$ cat src/rtl/regfile_pkg.sv
// Shared register-file constants and index type for the write-back path.
package regfile_pkg;

    localparam int unsigned NUM_GPR = 32;
    localparam int unsigned GPR_AW  = 5;

    typedef logic [GPR_AW-1:0] gpr_idx_t;

    localparam gpr_idx_t ZERO_REG = gpr_idx_t'(0);

endpackage

$ cat src/rtl/rr_arbiter.sv
// Round-robin arbiter: one-hot grant over req, search starts after the last winner.
// The pointer resets to N-1 so that index 0 wins first after reset.
module rr_arbiter #(
    parameter int unsigned N = 3
) (
    input  logic         clk,
    input  logic         aclr_n,
    input  logic [N-1:0] req,
    output logic [N-1:0] gnt
);

    localparam int unsigned PW = (N > 1) ? $clog2(N) : 1;

    logic [PW-1:0] ptr_q;
    logic [PW-1:0] ptr_d;
    logic [PW-1:0] idx;
    logic [PW-1:0] win_idx;
    logic          found;

    // Grant search from ptr+1 wrapping around; no grant while reset is held.
    always_comb begin
        gnt     = '0;
        found   = 1'b0;
        idx     = '0;
        win_idx = '0;
        if (aclr_n) begin
            for (int unsigned k = 1; k <= N; k++) begin
                idx = PW'((32'(ptr_q) + k) % N);
                if (!found && req[idx]) begin
                    found    = 1'b1;
                    win_idx  = idx;
                    gnt[idx] = 1'b1;
                end
            end
        end
        ptr_d = found ? win_idx : ptr_q;
    end

    // Pointer register: follows the winner of each transfer.
    always_ff @(posedge clk) begin
        if (!aclr_n) begin
            ptr_q <= PW'(N - 1);
        end else begin
            ptr_q <= ptr_d;
        end
    end

endmodule

$ cat src/rtl/regfile_wb_arbiter.sv
// Register-file write-back arbiter with per-register pending scoreboard.
// Optional macro REGFILE_WB_BYPASS_EN adds forwarding of the data held in the
// write-back register to the two decode read ports.
module regfile_wb_arbiter
    import regfile_pkg::*;
#(
    parameter int unsigned NREQ  = 3,
    parameter int unsigned AW    = 5,
    parameter int unsigned DW    = 32,
    parameter int unsigned RF_AW = 8
) (
    input  logic                 clk,
    input  logic                 aclr_n,
    input  logic [NREQ-1:0]      req_valid,
    output logic [NREQ-1:0]      req_ready,
    input  logic [NREQ*AW-1:0]   req_addr,
    input  logic [NREQ*DW-1:0]   req_data,
    input  logic                 iss_valid,
    input  logic [AW-1:0]        iss_addr,
    input  logic [AW-1:0]        rd_addr_a,
    input  logic [AW-1:0]        rd_addr_b,
    output logic                 busy_a,
    output logic                 busy_b,
    output logic [NUM_GPR-1:0]   pending,
    output logic                 rf_wren,
    output logic [RF_AW-1:0]     rf_addr_w,
    output logic [DW-1:0]        rf_data_w
`ifdef REGFILE_WB_BYPASS_EN
    ,
    input  logic [DW-1:0]        rf_data_a,
    input  logic [DW-1:0]        rf_data_b,
    output logic [DW-1:0]        fwd_data_a,
    output logic [DW-1:0]        fwd_data_b
`endif
);

    logic [NREQ-1:0]    gnt;
    logic               xfer;
    logic [AW-1:0]      sel_addr;
    logic [DW-1:0]      sel_data;

    logic               rf_wren_q,   rf_wren_d;
    logic [RF_AW-1:0]   rf_addr_w_q, rf_addr_w_d;
    logic [DW-1:0]      rf_data_w_q, rf_data_w_d;
    logic [NUM_GPR-1:0] pending_q,   pending_d;

    rr_arbiter #(
        .N (NREQ)
    ) u_arb (
        .clk    (clk),
        .aclr_n (aclr_n),
        .req    (req_valid),
        .gnt    (gnt)
    );

    assign req_ready = gnt;
    assign xfer      = |gnt;

    // One-hot mux of the granted requester's address and data.
    always_comb begin
        sel_addr = '0;
        sel_data = '0;
        for (int unsigned i = 0; i < NREQ; i++) begin
            if (gnt[i]) begin
                sel_addr = req_addr[i*AW +: AW];
                sel_data = req_data[i*DW +: DW];
            end
        end
    end

    // Write-back register next state; writes to x0 are accepted but not enabled.
    always_comb begin
        rf_wren_d   = 1'b0;
        rf_addr_w_d = rf_addr_w_q;
        rf_data_w_d = rf_data_w_q;
        if (xfer) begin
            rf_wren_d   = (gpr_idx_t'(sel_addr) != ZERO_REG);
            rf_addr_w_d = RF_AW'(sel_addr);
            rf_data_w_d = sel_data;
        end
    end

    // Scoreboard next state: clear on commit, then set on issue so a new producer wins.
    always_comb begin
        pending_d = pending_q;
        if (rf_wren_q) begin
            pending_d[gpr_idx_t'(rf_addr_w_q)] = 1'b0;
        end
        if (iss_valid) begin
            pending_d[gpr_idx_t'(iss_addr)] = 1'b1;
        end
        pending_d[ZERO_REG] = 1'b0;
    end

    // State registers for write-back and scoreboard.
    always_ff @(posedge clk) begin
        if (!aclr_n) begin
            rf_wren_q   <= 1'b0;
            rf_addr_w_q <= '0;
            rf_data_w_q <= '0;
            pending_q   <= '0;
        end else begin
            rf_wren_q   <= rf_wren_d;
            rf_addr_w_q <= rf_addr_w_d;
            rf_data_w_q <= rf_data_w_d;
            pending_q   <= pending_d;
        end
    end

    assign rf_wren   = rf_wren_q;
    assign rf_addr_w = rf_addr_w_q;
    assign rf_data_w = rf_data_w_q;
    assign pending   = pending_q;

`ifdef REGFILE_WB_BYPASS_EN
    logic hit_a;
    logic hit_b;

    // Busy/forward: data sitting in the write-back register is served directly.
    always_comb begin
        hit_a = rf_wren_q && (rf_addr_w_q == RF_AW'(rd_addr_a))
                && (gpr_idx_t'(rd_addr_a) != ZERO_REG);
        hit_b = rf_wren_q && (rf_addr_w_q == RF_AW'(rd_addr_b))
                && (gpr_idx_t'(rd_addr_b) != ZERO_REG);
        busy_a     = pending_q[gpr_idx_t'(rd_addr_a)] && !hit_a;
        busy_b     = pending_q[gpr_idx_t'(rd_addr_b)] && !hit_b;
        fwd_data_a = hit_a ? rf_data_w_q : rf_data_a;
        fwd_data_b = hit_b ? rf_data_w_q : rf_data_b;
    end
`else
    // Busy: straight lookup of the scoreboard.
    always_comb begin
        busy_a = pending_q[gpr_idx_t'(rd_addr_a)];
        busy_b = pending_q[gpr_idx_t'(rd_addr_b)];
    end
`endif

endmodule

$ cat config.mk
export PLATFORM = sky130hd
export DESIGN_NAME = regfile_wb_arbiter
export DESIGN_NICKNAME = d
export VERILOG_FILES = /design/src/rtl/regfile_pkg.sv /design/src/rtl/rr_arbiter.sv /design/src/rtl/regfile_wb_arbiter.sv
export SDC_FILE = /design/constraint.sdc
export NUM_CORES = 1
export LEC_CHECK = 0
export CAP_MARGIN = 10
export CORE_ASPECT_RATIO = 0.7
export CORE_MARGIN = 2
export CORE_UTILIZATION = 45
export CTS_BUF_LIST = sky130_fd_sc_hd__clkbuf_8
export DETAILED_ROUTE_END_ITERATION = 6
export GPL_TIMING_DRIVEN = 1
export PLACE_DENSITY = 0.95
export SLEW_MARGIN = 20
export SYNTH_ARGS = -nofsm -noshare
export SYNTH_HDL_FRONTEND = slang
export SYNTH_SLANG_ARGS = --single-unit
$ cat constraint.sdc
create_clock -name clk -period 10.3 [get_ports clk]
set_input_delay 2.575 -clock clk [delete_from_list [all_inputs] [get_ports clk]]
set_output_delay 2.575 -clock clk [all_outputs]
set_load 0.01 [all_outputs]
== Word level (Yosys, flattened, before mapping) ==
Index checks and enable logic that the tools add are counted.

* Register bits: 72
* Input bits: 132
* Output and inout bits: 78
* Word-level logic and storage cells: 84

* $add $sub $neg: 3
* Divide/modulo/power cells: 3
* $lt $le $gt $ge: 12
* Muxes and demuxes: 43
* Bitwise logic cells: 5
* Reduce and logical (&&, ||, !) cells: 12

{| class="wikitable"
|+ Operators with widths
! operator !! count
|-
| two-way mux 32 bit || 5
|-
| modulo 32 x 2 -> 32 bit, second input constant || 3
|-
| AND 32 bit || 1
|-
| inverter 32 bit || 1
|-
| OR 32 bit || 1
|-
| less-than comparator 5 x 6 -> 1 bit, second input constant || 4
|-
| two-way mux 3 bit || 6
|-
| two-way mux 1 bit || 16
|-
| two-way mux 5 bit || 3
|-
| binary-select mux 1 bit (select 5 bit) || 2
|-
| demux 1 bit (select 5 bit) || 2
|-
| greater-or-equal comparator 5 x 1 -> 1 bit, second input constant || 2
|-
| less-than comparator 2 x 3 -> 1 bit, second input constant || 3
|-
| logical AND 1 bit || 7
|-
| adder 2 x 2 -> 3 bit, second input constant || 2
|-
| binary-select mux 1 bit (select 2 bit) || 3
|-
| demux 1 bit (select 2 bit) || 3
|-
| greater-or-equal comparator 2 x 1 -> 1 bit, second input constant || 3
|-
| two-way mux 2 bit || 3
|-
| OR 3 bit || 2
|-
| nonzero test 5 bit || 1
|-
| adder 2 x 1 -> 3 bit, second input constant || 1
|-
| OR reduction 3 bit || 1
|-
| logical NOT 1 bit || 2
|-
| AND reduction 2 bit || 1
|}

== Depth between registers and ports, before layout ==
* Word-level depth: 18
* Depth in mapped cells: 13

== By module ==
Synthesis repeated with hierarchy kept, for this count alone.

* Cell total of the unflattened synthesis: 502
* Area, all modules: 4,200.3 sq um

{| class="wikitable"
|+ Modules (own cells, without submodules)
! module !! instances !! cells an instance !! area an instance (sq um) !! sequential area each (sq um)
|-
| regfile_wb_arbiter || 1 || 458 || 3,834.9 || 1,381.3
|-
| rr_arbiter || 1 || 44 || 365.4 || 40.0
|}

== Worst setup path before layout ==
No wires, ideal clock.

* Kind: input -> output
* Start point: input port rd_addr_a[0]
* End point: output port busy_a
* Arrival: 4.280 ns
* Required time: 7.725 ns
* Slack: 3.445 ns
* Stages on the path: 4
* Path buffers: 1
* Path through: clkbuf_1 mux4_2 mux4_2 mux2_2

* Word-level cells in the longest chain between the ends: 2

{| class="wikitable"
|+ Ends and longest elaborated chain
! item !! RTL line !! RTL
|-
| from (decl) || regfile_wb_arbiter.sv:20 || <nowiki>input logic [AW-1:0] rd_addr_a,</nowiki>
|-
| binary-select mux 1 bit (select 5 bit) || regfile_wb_arbiter.sv:133 || <nowiki>busy_a = pending_q[gpr_idx_t'(rd_addr_a)];</nowiki>
|-
| two-way mux 1 bit (not written as such) || regfile_wb_arbiter.sv:133 ||
|-
| to (decl) || regfile_wb_arbiter.sv:22 || <nowiki>output logic busy_a,</nowiki>
|}

Every way passes these cells. The select of a mux whose other input is x is not followed.

== Worst setup path after layout ==
* Start point: input port req_valid[2]
* End point: output port req_ready[2]

* Word-level cells in the longest chain between the ends: 12
* Elaborated cells on any way between the ends: 22

{| class="wikitable"
|+ Ends and longest elaborated chain
! item !! RTL line !! RTL
|-
| from (decl) || regfile_wb_arbiter.sv:14 || <nowiki>input logic [NREQ-1:0] req_valid,</nowiki>
|-
| binary-select mux 1 bit (select 2 bit) || rr_arbiter.sv:29 || <nowiki>if (!found && req[idx]) begin</nowiki>
|-
| two-way mux 1 bit (not written as such) || rr_arbiter.sv:29 ||
|-
| two-way mux 1 bit || rr_arbiter.sv:29 ||
|-
| two-way mux 1 bit || rr_arbiter.sv:26 || <nowiki>if (aclr_n) begin</nowiki>
|-
| logical NOT 1 bit || rr_arbiter.sv:29 ||
|-
| logical AND 1 bit || rr_arbiter.sv:29 ||
|-
| two-way mux 1 bit || rr_arbiter.sv:29 ||
|-
| two-way mux 1 bit || rr_arbiter.sv:26 ||
|-
| logical NOT 1 bit || rr_arbiter.sv:29 ||
|-
| logical AND 1 bit || rr_arbiter.sv:29 ||
|-
| two-way mux 3 bit (*) || rr_arbiter.sv:29 ||
|-
| two-way mux 3 bit (*) || rr_arbiter.sv:26 ||
|-
| to (decl) || regfile_wb_arbiter.sv:15 || <nowiki>output logic [NREQ-1:0] req_ready,</nowiki>
|}

Mark *: on every way between the ends. The rest lies on a longest branch, timed or not. The select of a mux whose other input is x is not followed.

==> metrics.cfg <==
[layout]
mostFrequentLayoutCell=clkdlybuf4s50_1
area_growth_pct=55.0
mostFrequentLayoutCells=clkdlybuf4s50_1, dfxtp_1, o21ai_0, nand2_1, a21boi_0
final_layout_size_suffix_gt1_share_pct=8.26
fillers=684
layout.nets=773
num_antenna_cells=0
fin_area_mm2=0.00639

[clock_network]
cts.sinks=71
cts_tree=built
cts_buffers=9
post_cts_resized=0
cts.clk_slew.worst_paths_ps=70
hold_buffers=0
cts_max_path_buffers=2
postCtsSetupRepairBufs=0
cts_htree_levels=3
clock_latency_ps=340
clock_tree.root_cell=clkbuf_8

[floorplan]
dieHeight_um=84.1
start_util_pct=45.8
die_area_mm2=0.00995
dieWidth_um=118
rows=29
core_area_mm2=0.00900
top_level_ports=210

[synthesis]
synth-xor-area-share_pct=0
yosysTopAreaCell=dfxtp_1
synthArstFlopShare_pct=0
synth_compound_area_share_pct=33.5
avgSynthCellArea_um2=9.02
yosysTopAreaCellShare_pct=34.5
synth_cell_types=48
synthAdderAreaFrac_pct=1.21
yosys_register_bits=71
synth_cells=457
synth.top_cells.by_area=dfxtp_1, mux4_2, o21ai_0
synth-seq-area-share_pct=34.5
synthSimpleGateAreaFrac_pct=13.4
yosysWarnings=0
muxShareOfSynthArea_pct=12.0
synth_edf_count=0
synth_ff_type=dfxtp_1
synth_top_family_by_area=compound AO/OA/AOI/OAI gates
synth_area_mm2=0.00412

[critical_path]
crit_path_max_fanout=22
cp-end-kind=output pin
regToRegSetupSlack_ps=5780
cp_data_arrival_time_ps=6000
worstPathRequired_ps=7730
worst_setup_path_start_kind=input port
reg2reg_from=u_arb.ptr_q[0]
r2r_cells=10
r2r-end=rf_data_w[14]
critPathKind=in -> out

[global_route]
grt_most_used_layer=met2
grt_util_met3_pct=7.04
grt_pass1_vias=4404
overflow=0
grt_pass1_wl_mm=22.7
grt_use_met2_pct=47.3
grt_max_degree=50
grtUsageMet1_pct=36.3
antenna_found_initial=0
grt_util_all_layers_pct=28.3

[detailed_routing]
ant_nets=0
num_vias=4548
first_iter_violations=418
drt_first_pass_iters=5
drcViolationCount=0
wl_mm=14.7
drt-wirelength-per-cell_um=19.1
via_per_inst=5.94

[timing]
slew_headroom_pct=21.9
setup_tns_ps=0
fin_crit_ps=8580
post-route-period-util_pct=83.3
finalSetupViolations=0
clock.fmax_mhz=117
skew_ps=7.13
slew_viol_final=0
tightest_slew_ps=1170
grt_setup_unrepaired=no
hold_viol=0

[placed_design]
routabilityCongestion=0.963
place_hpwl_mm=11.1
place.port_buffers=205
placed_area_mm2=0.00618

[hold_path]
min_to=rf_data_w[24]
min-delay-start=rf_data_w[24]
hp-class=reg -> reg
min_path_cells=2

[status]
status=completed

[pwr]
ir_worst_vdd_mv=0.149
p_leak_nw=2.25
p_per_area_mw_per_mm2=222

[run]
cap_violations=0

==> kinds of logic after synthesis <==
| logic type | count (synthesis) |
|---|---|
| buf+inv | 49 |
| fa+ha+maj | 4 |
| other cells | 1 |
| mux | 26 |
| flops | 71 |
| compound gates | 190 |
| simple gates | 116 |
==> power breakdown <==
part / leakage (nW) / switching (mW) / internal [mW]
Clock: 0.111 / 0.107 / 0.125
Sequential: 0.581 / 0.0413 / 0.331
Combinational: 1.56 / 0.459 / 0.353
==> critical path, cell delays in order <==
cell	delay [ps]
clkdlybuf4s50_1	530
mux2_4	330
a21bo_4	250
o41ai_4	900
nand2_2	480
inv_2	330
clkdlybuf4s50_1	590
==> synthesized netlist by cell type, drive strengths merged (3+ instances only) <==
cell / n
inv: 7
a22oi: 16
mux2i: 3
dfxtp: 71
and3: 3
nor3b: 4
and2: 3
nand2: 50
a21boi: 35
mux4: 18
a221oi: 19
nor2: 31
buf: 15
ha: 4
a22o: 16
o221ai: 16
mux2: 5
and3b: 3
clkbuf: 27
o21ai: 54
nand3b: 8
nor3: 4
a21oi: 17
nand3: 4
o21a: 4
==> area by class of cell <==
class / instances / area, µm² / share of cell area, %
multi-input combinational: 340 / 2510 / 39.3
timing repair buffer: 208 / 2070 / 32.4
sequential: 71 / 1420 / 22.2
tap: 124 / 155 / 2.43
clock buffer: 11 / 151 / 2.37
clock inverter: 5 / 56.3 / 0.881
inverter: 7 / 26.3 / 0.411
==> layer usage <==
| layer | share of wire (%) | wire [µm] | vias up |
|---|---|---|---|
| li1 | - | - | 2107 |
| met2 | 48 | 7060 | 237 |
| met4 | 1.3 | 188 | 0 |
| met3 | 9.3 | 1370 | 18 |
| met1 | 41 | 6040 | 2186 |
| met5 | 0 | 0 | - |
==> through the flow <==
stage / worst slack, ps / std cells / hold WS [ps] / utilization [%] / power [mW]
2_1_floorplan: 3450 / 460 / 485 / - / 0.895
3_3_place_gp: 1980 / 750 / 456 / 68.6 / 1.15
3_5_place_dp: 1790 / 750 / 475 / 68.7 / 1.18
4_1_cts: 1780 / 766 / 485 / 71.0 / 1.41
5_1_grt: 1570 / 766 / 539 / 71.0 / 1.50
6_report: 1720 / 766 / 481 / 71.0 / 1.42
==> sequential cells by signal, summed over array words and instances (netlist names) <==
register     cells
u_arb.ptr_q      2
rf_wren          1
rf_data_w       32
rf_addr_w        5
pending         31
==> worst max path at each step <==
stage | start | end | slack (ps) | cells after the start
after global placement | req_valid[2] | req_ready[2] | 1980 | 7
after global routing | req_valid[2] | req_ready[2] | 1570 | 7
after CTS | req_valid[2] | req_ready[2] | 1780 | 7
final | req_valid[2] | req_ready[2] | 1720 | 7
after floorplan | rd_addr_a[0] | busy_a | 3450 | 4
after detailed placement | req_valid[2] | req_ready[2] | 1790 | 7
No activity file was read; power rests on OpenSTA's default activity.
